## config.mk

```make
export PLATFORM = sky130hd
export DESIGN_NAME = block_distribution_ctrl_flat
export DESIGN_NICKNAME = d
export VERILOG_FILES = /design/src/rtl/block_distribution_ctrl_if.sv /design/src/rtl/block_distribution_ctrl.sv /design/src/flat_wrapper.sv
export SDC_FILE = /design/constraint.sdc
export NUM_CORES = 1
export LEC_CHECK = 0
export ABC_AREA = 1
export CELL_PAD_IN_SITES_DETAIL_PLACEMENT = 2
export CELL_PAD_IN_SITES_GLOBAL_PLACEMENT = 2
export CORE_ASPECT_RATIO = 1.1
export CORE_UTILIZATION = 27
export DETAILED_ROUTE_END_ITERATION = 8
export PLACE_DENSITY_LB_ADDON = 0.1
export SLEW_MARGIN = 20
export SYNTH_ARGS = -nofsm -noshare
export SYNTH_HDL_FRONTEND = slang
export SYNTH_SLANG_ARGS = --single-unit
```

## constraint.sdc

```tcl
create_clock -name i_clock -period 2 [get_ports i_clock]
set_clock_uncertainty 0.05 [all_clocks]
set_input_delay 0.4 -clock i_clock [delete_from_list [all_inputs] [get_ports i_clock]]
set_output_delay 0.4 -clock i_clock [all_outputs]
set_load 0.05 [all_outputs]
```

## src/rtl/block_distribution_ctrl_if.sv

```systemverilog
// Upstream block handshake plus lane-memory write port of the block distributor.
// master = upstream/driver side, slave = distributor side.
interface block_distribution_ctrl_if #(
  parameter int LEN_CODED_BLOCK = 66,
  parameter int N_LANES         = 20
);
  localparam int ADDR_W = $clog2(N_LANES);

  logic                       i_valid;
  logic [LEN_CODED_BLOCK-1:0] i_data;
  logic                       i_flush;
  logic                       o_ready;
  logic [LEN_CODED_BLOCK-1:0] o_data;
  logic [ADDR_W-1:0]          o_addr;
  logic                       o_enable;
  logic                       o_am_insert;
  logic                       o_round_done;

  modport master (
    output i_valid, i_data, i_flush,
    input  o_ready, o_data, o_addr, o_enable, o_am_insert, o_round_done
  );

  modport slave (
    input  i_valid, i_data, i_flush,
    output o_ready, o_data, o_addr, o_enable, o_am_insert, o_round_done
  );
endinterface

```

## src/rtl/block_distribution_ctrl.sv

```systemverilog
// Round-robin distributor of coded blocks over PCS lanes with periodic alignment-marker sweeps; 1-cycle write latency.
// Upstream is stalled only during the N_LANES-cycle AM sweep or while flushing.
module block_distribution_ctrl #(
  parameter int LEN_CODED_BLOCK = 66,
  parameter int N_LANES         = 20,
  parameter int AM_PERIOD       = 16383
) (
  input  logic                      i_clock,
  input  logic                      i_reset_n,
  block_distribution_ctrl_if.slave  bus
);

  localparam int ADDR_W = $clog2(N_LANES);
  localparam int RND_W  = (AM_PERIOD > 1) ? $clog2(AM_PERIOD) : 1;

  localparam logic [ADDR_W-1:0] LAST_LANE  = ADDR_W'(N_LANES - 1);
  localparam logic [RND_W-1:0]  LAST_ROUND = RND_W'(AM_PERIOD - 1);

  typedef enum logic {
    ST_DIST = 1'b0,
    ST_AM   = 1'b1
  } state_t;

  state_t                     state;
  logic [ADDR_W-1:0]          lane_cnt;
  logic [RND_W-1:0]           round_cnt;
  logic [LEN_CODED_BLOCK-1:0] data_q;
  logic [ADDR_W-1:0]          addr_q;
  logic                       enable_q;
  logic                       am_insert_q;
  logic                       round_done_q;

  logic                       last_lane;

  assign last_lane = (lane_cnt == LAST_LANE);

  // Ready must drop in the flush cycle itself so a coincident block is not consumed.
  assign bus.o_ready      = (state == ST_DIST) && !bus.i_flush;
  assign bus.o_data       = data_q;
  assign bus.o_addr       = addr_q;
  assign bus.o_enable     = enable_q;
  assign bus.o_am_insert  = am_insert_q;
  assign bus.o_round_done = round_done_q;

  always_ff @(posedge i_clock or negedge i_reset_n) begin
    if (!i_reset_n) begin
      state        <= ST_DIST;
      lane_cnt     <= '0;
      round_cnt    <= '0;
      data_q       <= '0;
      addr_q       <= '0;
      enable_q     <= 1'b0;
      am_insert_q  <= 1'b0;
      round_done_q <= 1'b0;
    end else if (bus.i_flush) begin
      // Restart; the write port data/address are left holding their last values.
      state        <= ST_DIST;
      lane_cnt     <= '0;
      round_cnt    <= '0;
      enable_q     <= 1'b0;
      am_insert_q  <= 1'b0;
      round_done_q <= 1'b0;
    end else begin
      case (state)
        ST_DIST: begin
          am_insert_q <= 1'b0;
          if (bus.i_valid) begin
            data_q       <= bus.i_data;
            addr_q       <= lane_cnt;
            enable_q     <= 1'b1;
            round_done_q <= last_lane;
            if (last_lane) begin
              lane_cnt <= '0;
              if (round_cnt == LAST_ROUND) begin
                round_cnt <= '0;
                state     <= ST_AM;
              end else begin
                round_cnt <= round_cnt + RND_W'(1);
              end
            end else begin
              lane_cnt <= lane_cnt + ADDR_W'(1);
            end
          end else begin
            enable_q     <= 1'b0;
            round_done_q <= 1'b0;
          end
        end

        ST_AM: begin
          // Marker slots carry zero payload; the round counter is left untouched.
          data_q       <= '0;
          addr_q       <= lane_cnt;
          enable_q     <= 1'b1;
          am_insert_q  <= 1'b1;
          round_done_q <= last_lane;
          if (last_lane) begin
            lane_cnt <= '0;
            state    <= ST_DIST;
          end else begin
            lane_cnt <= lane_cnt + ADDR_W'(1);
          end
        end

        default: begin
          state    <= ST_DIST;
          lane_cnt <= '0;
          enable_q <= 1'b0;
        end
      endcase
    end
  end

endmodule

```

## src/flat_wrapper.sv

```systemverilog
// flat-port wrapper written by rule: the top's interface ports become plain ports
module block_distribution_ctrl_flat 
#(
  parameter int LEN_CODED_BLOCK = 66,
  parameter int N_LANES         = 20,
  parameter int AM_PERIOD       = 16383
)
  (i_clock, i_reset_n, bus_i_valid, bus_i_data, bus_i_flush, bus_o_ready, bus_o_data, bus_o_addr, bus_o_enable, bus_o_am_insert, bus_o_round_done);
  block_distribution_ctrl_if #(.LEN_CODED_BLOCK(LEN_CODED_BLOCK), .N_LANES(N_LANES)) bus_i ();
  input  logic i_clock;
  input  logic i_reset_n;
  input wire logic [$bits(bus_i.i_valid)-1:0] bus_i_valid;
  input wire logic [$bits(bus_i.i_data)-1:0] bus_i_data;
  input wire logic [$bits(bus_i.i_flush)-1:0] bus_i_flush;
  output wire logic [$bits(bus_i.o_ready)-1:0] bus_o_ready;
  output wire logic [$bits(bus_i.o_data)-1:0] bus_o_data;
  output wire logic [$bits(bus_i.o_addr)-1:0] bus_o_addr;
  output wire logic [$bits(bus_i.o_enable)-1:0] bus_o_enable;
  output wire logic [$bits(bus_i.o_am_insert)-1:0] bus_o_am_insert;
  output wire logic [$bits(bus_i.o_round_done)-1:0] bus_o_round_done;
  assign bus_i.i_valid = bus_i_valid;
  assign bus_i.i_data = bus_i_data;
  assign bus_i.i_flush = bus_i_flush;
  assign bus_o_ready = bus_i.o_ready;
  assign bus_o_data = bus_i.o_data;
  assign bus_o_addr = bus_i.o_addr;
  assign bus_o_enable = bus_i.o_enable;
  assign bus_o_am_insert = bus_i.o_am_insert;
  assign bus_o_round_done = bus_i.o_round_done;
  block_distribution_ctrl #(.LEN_CODED_BLOCK(LEN_CODED_BLOCK), .N_LANES(N_LANES), .AM_PERIOD(AM_PERIOD)) u_core (.i_clock(i_clock), .i_reset_n(i_reset_n), .bus(bus_i));
endmodule
```

==> run summary, run 1 <==
Total Routing Usage GR: 17.41%
setup violators final: 0
DIE HEIGHT: 127.4 um
critical path's largest stage delay: 0.82 ns
Startpoint Class: register
hold path cells: 2
RSZ-0062 raised after global routing: false
delay-heaviest family, CP: buffers and inverters
clock transition at the registers of the reported paths: 0.06 ns
Final ANT Viol Nets: 0
crit path DAT: 1.51 ns
initial antenna violation count: 0
Num CTS Buffers: 9
Syn. warnings: 0
initial drt markers: 120
met2 WL: 5947 um
Longest Clk Path Bufs: 2
number of cells after detailed placement: 679
Syn Inst Count: 354
post-DP HPWL: 8858 um
Synth top area share: 60.92%
clk sink count: 94
CP max FO: 2
Mean Syn Cell Area: 10.91 um2
r2r setup slk: 0.27 ns
top cell type by total area after synthesis: dfrtp_1
met1 wire length: 5397 um
Pre-antenna DRT Iters: 4
achievable clock frequency: 510.1 MHz
CTS H-tree depth: 3
number of buffers added on ports: 144
Hold EP: u_core.bus.o_addr[1]
Period minus WS final: 1.960 ns
# fillers: 1,484
hold path startpoint: u_core.bus.o_addr[1]
Setup crit end kind: output pin
most frequent cells after synthesis: dfrtp_1 (94), a22o_1 (67), nand2_1 (65)
Synth Flop Type: dfrtp_1
Worst-Skew Late Latency: 0.35 ns
DP Worst Slack: 0.001272 ns
Worst Tran Pin Value: 0.5419 ns
count of final hold-check violations: 0
Synth async-reset ratio: 100.0%
Power Dens Cells: 950.7 mW/mm2
Yosys reg bits: 94
share of cells above drive strength 1: 10.63%
row count: 45
max capacitance violation total: 0
Ports: 145
GPL Wtd Cong: 0.7177
pin count of the biggest net entering global routing: 62
drc violations: 0
metal3 WL: 831 um
reg2reg path depth: 10
Worst Hold Class: register to register
number of global-route vias before repair: 3,647
CTS tree: yes
leak pwr: 3.090 nW
Total Die Area: 0.01478 mm2
status: completed
drt total wl: 12,400 um
Core Area: 0.01391 mm2
Remaining Overflow, GRT: 0
post-CTS setup buffer count: 0
Tcrit/Tclk final: 98.02%
most frequent cell after synthesis: dfrtp_1
Total Power: 5.581 mW
wire length per cell: 17.82 um
die width: 116.0 um
via count: 3,255
setup_tns: 0 ns
Initial Util: 27.76%
ANT cells: 0
worst path buffer plus inverter count: 1
CP Data Required Time: 1.55 ns
Final Max Tran Viols: 0
# nets final: 576
CP max stage cell: clkdlybuf4s50_1
slew margin rel.: 63.82%
Crit Path Category: register to output pin
Final Instance Count excl. Fillers: 696
worst-case hold slack: 0.4198 ns
RR Startpoint: u_core.lane_cnt[0]
Worst R2R End: u_core.round_cnt[5]
Final WS setup: 0.03967 ns
top sig layer: met4
synthesis-to-finish area growth: 52.04%
first-pass GRT wire length: 19,450 um
worst-path cell chain: clkdlybuf4s50_1
Peak VDD IR: 324.0 uV
EDFF count, synth: 0
syn nets: 427
sequential area share after synthesis: 60.92%
Vias/cell: 4.677
largest cells by area after synthesis: dfrtp_1 (61%), a22o_1 (15%), nand2_1 (6.3%), inv_1 (3.0%), nor2_1 (2.8%)
Yosys cell types: 22
root buf cell: clkbuf_16
Synth Cell Area: 0.003861 mm2
-- sequential cells by signal, summed over array words and instances, names as in the netlist --
| signal | cells |
|---|---|
| u_core.state | 1 |
| u_core.bus.o_addr | 5 |
| u_core.lane_cnt | 5 |
| u_core.bus.o_data | 66 |
| u_core.round_cnt | 14 |
| u_core.bus.o_am_insert | 1 |
| u_core.bus.o_round_done | 1 |
| u_core.bus.o_enable | 1 |
-- worst reg2reg max path: cells and delay by family (launching register included) --
family        cells  cell delay [ns]
buf+inv           2             0.32
flops             1             0.43
fa+ha+maj         1             0.25
simple gates      7             0.61
-- per-layer routing --
layer / vias to the layer above / GRT usage (%)
li1: 1514 / -
met1: 1639 / 21.57
met2: 85 / 28.36
met3: 17 / 5.266
met4: 0 / 6.486
met5: - / 0
-- power breakdown --
part	switching [mW]	internal (mW)	leakage, nW
Combinational	0.992	0.575	1.74
Clock	0.728	1.04	0.146
Sequential	0.139	2.11	1.20
Total	1.86	3.72	3.09
-- layout make-up --
| type | instances | area (um2) | share of cell area [%] |
|---|---|---|---|
| Sequential cell | 94 | 2352 | 40.07 |
| Tap cell | 188 | 235.2 | 4.007 |
| Multi-Input combinational cell | 209 | 1244 | 21.18 |
| Clock inverter | 3 | 42.54 | 0.7246 |
| Clock buffer | 13 | 260.3 | 4.433 |
| Timing Repair Buffer | 155 | 1609 | 27.41 |
| Inverter | 34 | 127.6 | 2.174 |
-- worst max path at each step --
stage / from / slack, ns / to / depth (start not counted)
CTS: u_core.bus.o_data[49] / 0.004 / bus_o_data[49] / 1
global route: u_core.bus.o_data[29] / 0.0007 / bus_o_data[29] / 1
detailed placement: bus_i_valid / 0.001 / u_core.round_cnt[12] / 10
global placement: bus_i_valid / 0.06 / u_core.round_cnt[7] / 10
floorplan: u_core.lane_cnt[0] / 0.59 / u_core.round_cnt[10] / 8
finish: u_core.bus.o_data[29] / 0.04 / bus_o_data[29] / 1
-- metrics by stage --
step | util (%) | cell area [um2]
after detailed placement | 39.51 | 5495
after floorplan | - | 3861
after CTS | 41.71 | 5801
after global placement | 39.51 | 5495
final | 42.21 | 5871
after global routing | 42.21 | 5871
-- cells by family (layout without fill, tap and decap cells) --
group                      after synthesis  after routing  synth area share (%)
and+or+nand+nor                        118            118                 12.54
DFF                                     94             94                 60.92
AOI/OAI and AO/OA                       86             86                 18.11
buffers and inverters                   51            205                 6.999
adders and majority gates                3              3                0.9722
xor gates and xnor gates                 2              2                0.4537
-- what timing repair did --
action                                 in CTS  in global routing
resized for setup                           6                 28
hold buffers                                1                  0
endpoints found under the hold margin      33                  0
cloned                                      0                  0
setup endpoints to repair                   6                 28
-- cells in the final DEF (no fill, tap or decap), types with 2 or more instances in the layout --
master / netlist / layout
buf_4: 1 / 26
nor2_1: 29 / 29
clkbuf_1: 1 / 2
clkdlybuf4s50_1: 0 / 88
inv_1: 31 / 31
o22ai_1: 3 / 3
clkbuf_8: 0 / 2
xor2_1: 2 / 2
buf_12: 0 / 6
nand2_1: 65 / 65
nand4_1: 5 / 5
a22o_1: 67 / 67
inv_2: 3 / 3
dlygate4sd2_1: 0 / 6
dlymetal6s2s_1: 0 / 28
o21ai_0: 4 / 4
nand3_1: 15 / 15
nand2_2: 2 / 2
clkbuf_16: 0 / 9
dfrtp_1: 94 / 94
ha_1: 3 / 3
a21oi_1: 10 / 10
Note: power is estimated with default switching activity, not from simulation.
==> run 2, diff against run 1 <==
CORE_UTILIZATION = 24   (was 27)
clock period = 1.7 ns   (was 2 ns; I/O delays follow)
==> run 2 against run 1 <==
  * Setup slack improved by 0.020 ns
  * Global-route usage decreased by 2.0 points
  * Utilization decreased by 5.0 points
  * Total power increased by 18%
  * Register-to-register slack got worse by 0.11 ns
  * Sequential cell count unchanged
  * Sequential power increased by 18%
==> run summary, run 2 (synthesis gave the netlist of run 1 again) <==
CTS tree: yes (unchanged)
sequential share of power: 40.1% (was 40.3%)
critical path depth in cells: 5 (was 1)
Crit. Startpoint: bus_i_flush (was u_core.bus.o_data[29])
Worst-Skew Late Latency: 0.35 ns (about the same)
CP max FO: 4 (was 2)
commonest non-fill, non-tap cell in the layout: dfrtp_1 (unchanged)
crit path DAT: 1.25 ns (was 1.51 ns)
DP Area: 0.005530 mm2 (was 0.005495 mm2)
Comb power frac: 27.9% (was 28.1%)
first-pass GRT wire length: 19,480 um (was 19,450 um)
end of the critical path: bus_o_ready (was bus_o_data[29])
wire length per cell: 17.32 um (was 17.82 um)
Num CTS Buffers: 9 (unchanged)
via count: 3,329 (was 3,255)
worst-case hold slack: 0.4347 ns (was 0.4198 ns)
critical path's largest stage delay: 0.50 ns (was 0.82 ns)
status: completed (unchanged)
max capacitance violation total: 0 (unchanged)
die width: 122.9 um (was 116.0 um)
slew margin rel.: 79.66% (was 63.82%)
Final WS setup: 0.05937 ns (was 0.03967 ns)
Final Instance Count excl. Fillers: 723 (was 696)
initial drt markers: 164 (was 120)
leak pwr: 2.900 nW (was 3.090 nW)
commonest non-fill, non-tap cells in the layout: dfrtp_1 (94), buf_4 (89), clkdlybuf4s50_1 (68), a22o_1 (67), nand2_1 (64) (was dfrtp_1 (94), clkdlybuf4s50_1 (88), a22o_1 (67), nand2_1 (65), inv_1 (31))
CTS H-tree depth: 3 (unchanged)
Longest Clk Path Bufs: 2 (unchanged)
row count: 48 (was 45)
drc violations: 0 (unchanged)
clk sink count: 94 (unchanged)
Int Pwr: 4.341 mW (was 3.722 mW)
Vias/cell: 4.604 (was 4.677)
Ports: 145 (unchanged)
Tcrit/Tclk final: 96.51%
Finished Cell Area: 0.005863 mm2 (was 0.005871 mm2)
root buf cell: clkbuf_16 (unchanged)
reg2reg path depth: 9 (was 10)
Core Area: 0.01574 mm2 (was 0.01391 mm2)
# nets final: 591 (was 576)
Total Routing Usage GR: 15.41% (was 17.41%)
Power Dens Cells: 1127 mW/mm2 (was 950.7 mW/mm2)
ANT cells: 0 (unchanged)
DIE HEIGHT: 135.0 um (was 127.4 um)
Pre-antenna DRT Iters: 4 (unchanged)
Remaining Overflow, GRT: 0 (unchanged)
Final Max Tran Viols: 0 (unchanged)
max FFs per register: 66 (unchanged)
count of final hold-check violations: 0 (unchanged)
drt total wl: 12,530 um (was 12,400 um)
CP max stage cell: clkdlybuf4s50_1 (unchanged)
setup_tns: 0 ns (unchanged)
clock share of power: 32.0% (was 31.6%)
delay-heaviest family, CP: buffers and inverters (unchanged)
Startpoint Class: primary input (was register)
Crit Path Category: primary input to output pin (was register to output pin)
synthesis-to-finish area growth: 51.85% (was 52.04%)
Worst Hold Class: register to register (unchanged)
CP Data Required Time: 1.31 ns (was 1.55 ns)
DP Worst Slack: -0.1476 ns (was 0.001272 ns)
RSZ-0062 raised after global routing: false (unchanged)
initial antenna violation count: 0 (unchanged)
achievable clock frequency: 609.5 MHz
GPL Wtd Cong: 0.7114 (was 0.7177)
Initial Util: 24.54% (was 27.76%)
# fillers: 1,697 (was 1,484)
Worst Tran Pin Value: 0.3044 ns (was 0.5419 ns)
number of global-route vias before repair: 3,508 (was 3,647)
RR Startpoint: u_core.lane_cnt[0] (unchanged)
Total Die Area: 0.01660 mm2 (was 0.01478 mm2)
P_sw: 2.266 mW (was 1.859 mW)
worst-path cell chain: clkdlybuf4s50_1 > inv_2 > nand2_2 > inv_1 > buf_12 (was clkdlybuf4s50_1)
setup violators final: 0 (unchanged)
post-CTS setup buffer count: 0 (unchanged)
Setup crit end kind: output pin (unchanged)
hold path cells: 2 (unchanged)
Final ANT Viol Nets: 0 (unchanged)
number of buffers added on ports: 144 (unchanged)
post-DP HPWL: 9147 um (was 8858 um)
number of cells after detailed placement: 705 (was 679)
pin count of the biggest net entering global routing: 41 (was 62)
clock transition at the registers of the reported paths: 0.07 ns (was 0.06 ns)
sw frac: 34.30% (was 33.31%)
Peak VDD IR: 430.6 uV (was 324.0 uV)
r2r setup slk: 0.16 ns (was 0.27 ns)
Worst R2R End: u_core.round_cnt[1] (was u_core.round_cnt[5])
Period minus WS final: 1.641 ns
worst path buffer plus inverter count: 4 (was 1)
share of cells above drive strength 1: 24.47% (was 10.63%)
==> run 2: power by group through the flow <==
stage	logic (mW)	registers (mW)	clock network, mW
final	1.84	2.65	2.11
after global routing	1.93	2.68	2.28
after CTS	1.86	2.65	2.19
after detailed placement	1.85	2.69	0
after global placement	1.83	2.68	0
after floorplan	0.334	3.44	0
==> run 2: layer usage <==
layer / vias up / GRT usage, % / part of all wire (%)
met5: - / 0 / 0
met4: 0 / 6.098 / 1.5
met3: 11 / 2.745 / 6.1
met2: 97 / 23.88 / 46
met1: 1679 / 21.15 / 46
li1: 1542 / - / -
==> run 2: repair_timing <==
action                                 in CTS  in global routing
endpoints found under the hold margin      94                  0
setup endpoints to repair                   0                  6
hold buffers                                1                  0
resized for setup                           0                  4
==> run 2: worst min-delay path by stage <==
stage	from	to	slack (ns)
2_1_floorplan	i_reset_n	u_core.bus.o_addr[0]	-0.006
3_3_place_gp	i_reset_n	u_core.bus.o_data[6]	0.31
3_5_place_dp	i_reset_n	u_core.bus.o_data[10]	0.31
4_1_cts	u_core.bus.o_addr[0]	u_core.bus.o_addr[0]	0.43
5_1_grt	u_core.bus.o_data[7]	u_core.bus.o_data[7]	0.46
6_report	u_core.bus.o_addr[1]	u_core.bus.o_addr[1]	0.43
==> run 2: cell type report <==
cell class              count  area [um2]  area share [%]
inverters                  34       127.6           2.177
repair buffers            170        1575           26.87
flip-flops and latches     94        2352           40.12
well taps                 200       250.2           4.268
multi-input cells         209        1251           21.34
clock inverters             6       67.56           1.152
clock buffers              10       239.0           4.076
==> run 2: stage by stage <==
step / utilization, % / power (mW)
3_3_place_gp: 35.15 / 4.514
6_report: 37.26 / 6.606
3_5_place_dp: 35.15 / 4.546
5_1_grt: 37.26 / 6.900
4_1_cts: 37.16 / 6.708
2_1_floorplan: - / 3.769
==> run 2: worst reg2reg max path: stages (launching register included) <==
cell,delay [ns]
dfrtp_1,0.44
ha_1,0.24
nand2_1,0.06
inv_1,0.05
nand3_1,0.09
nand2_2,0.09
buf_4,0.17
inv_1,0.14
nand2_1,0.07
o21ai_0,0.07
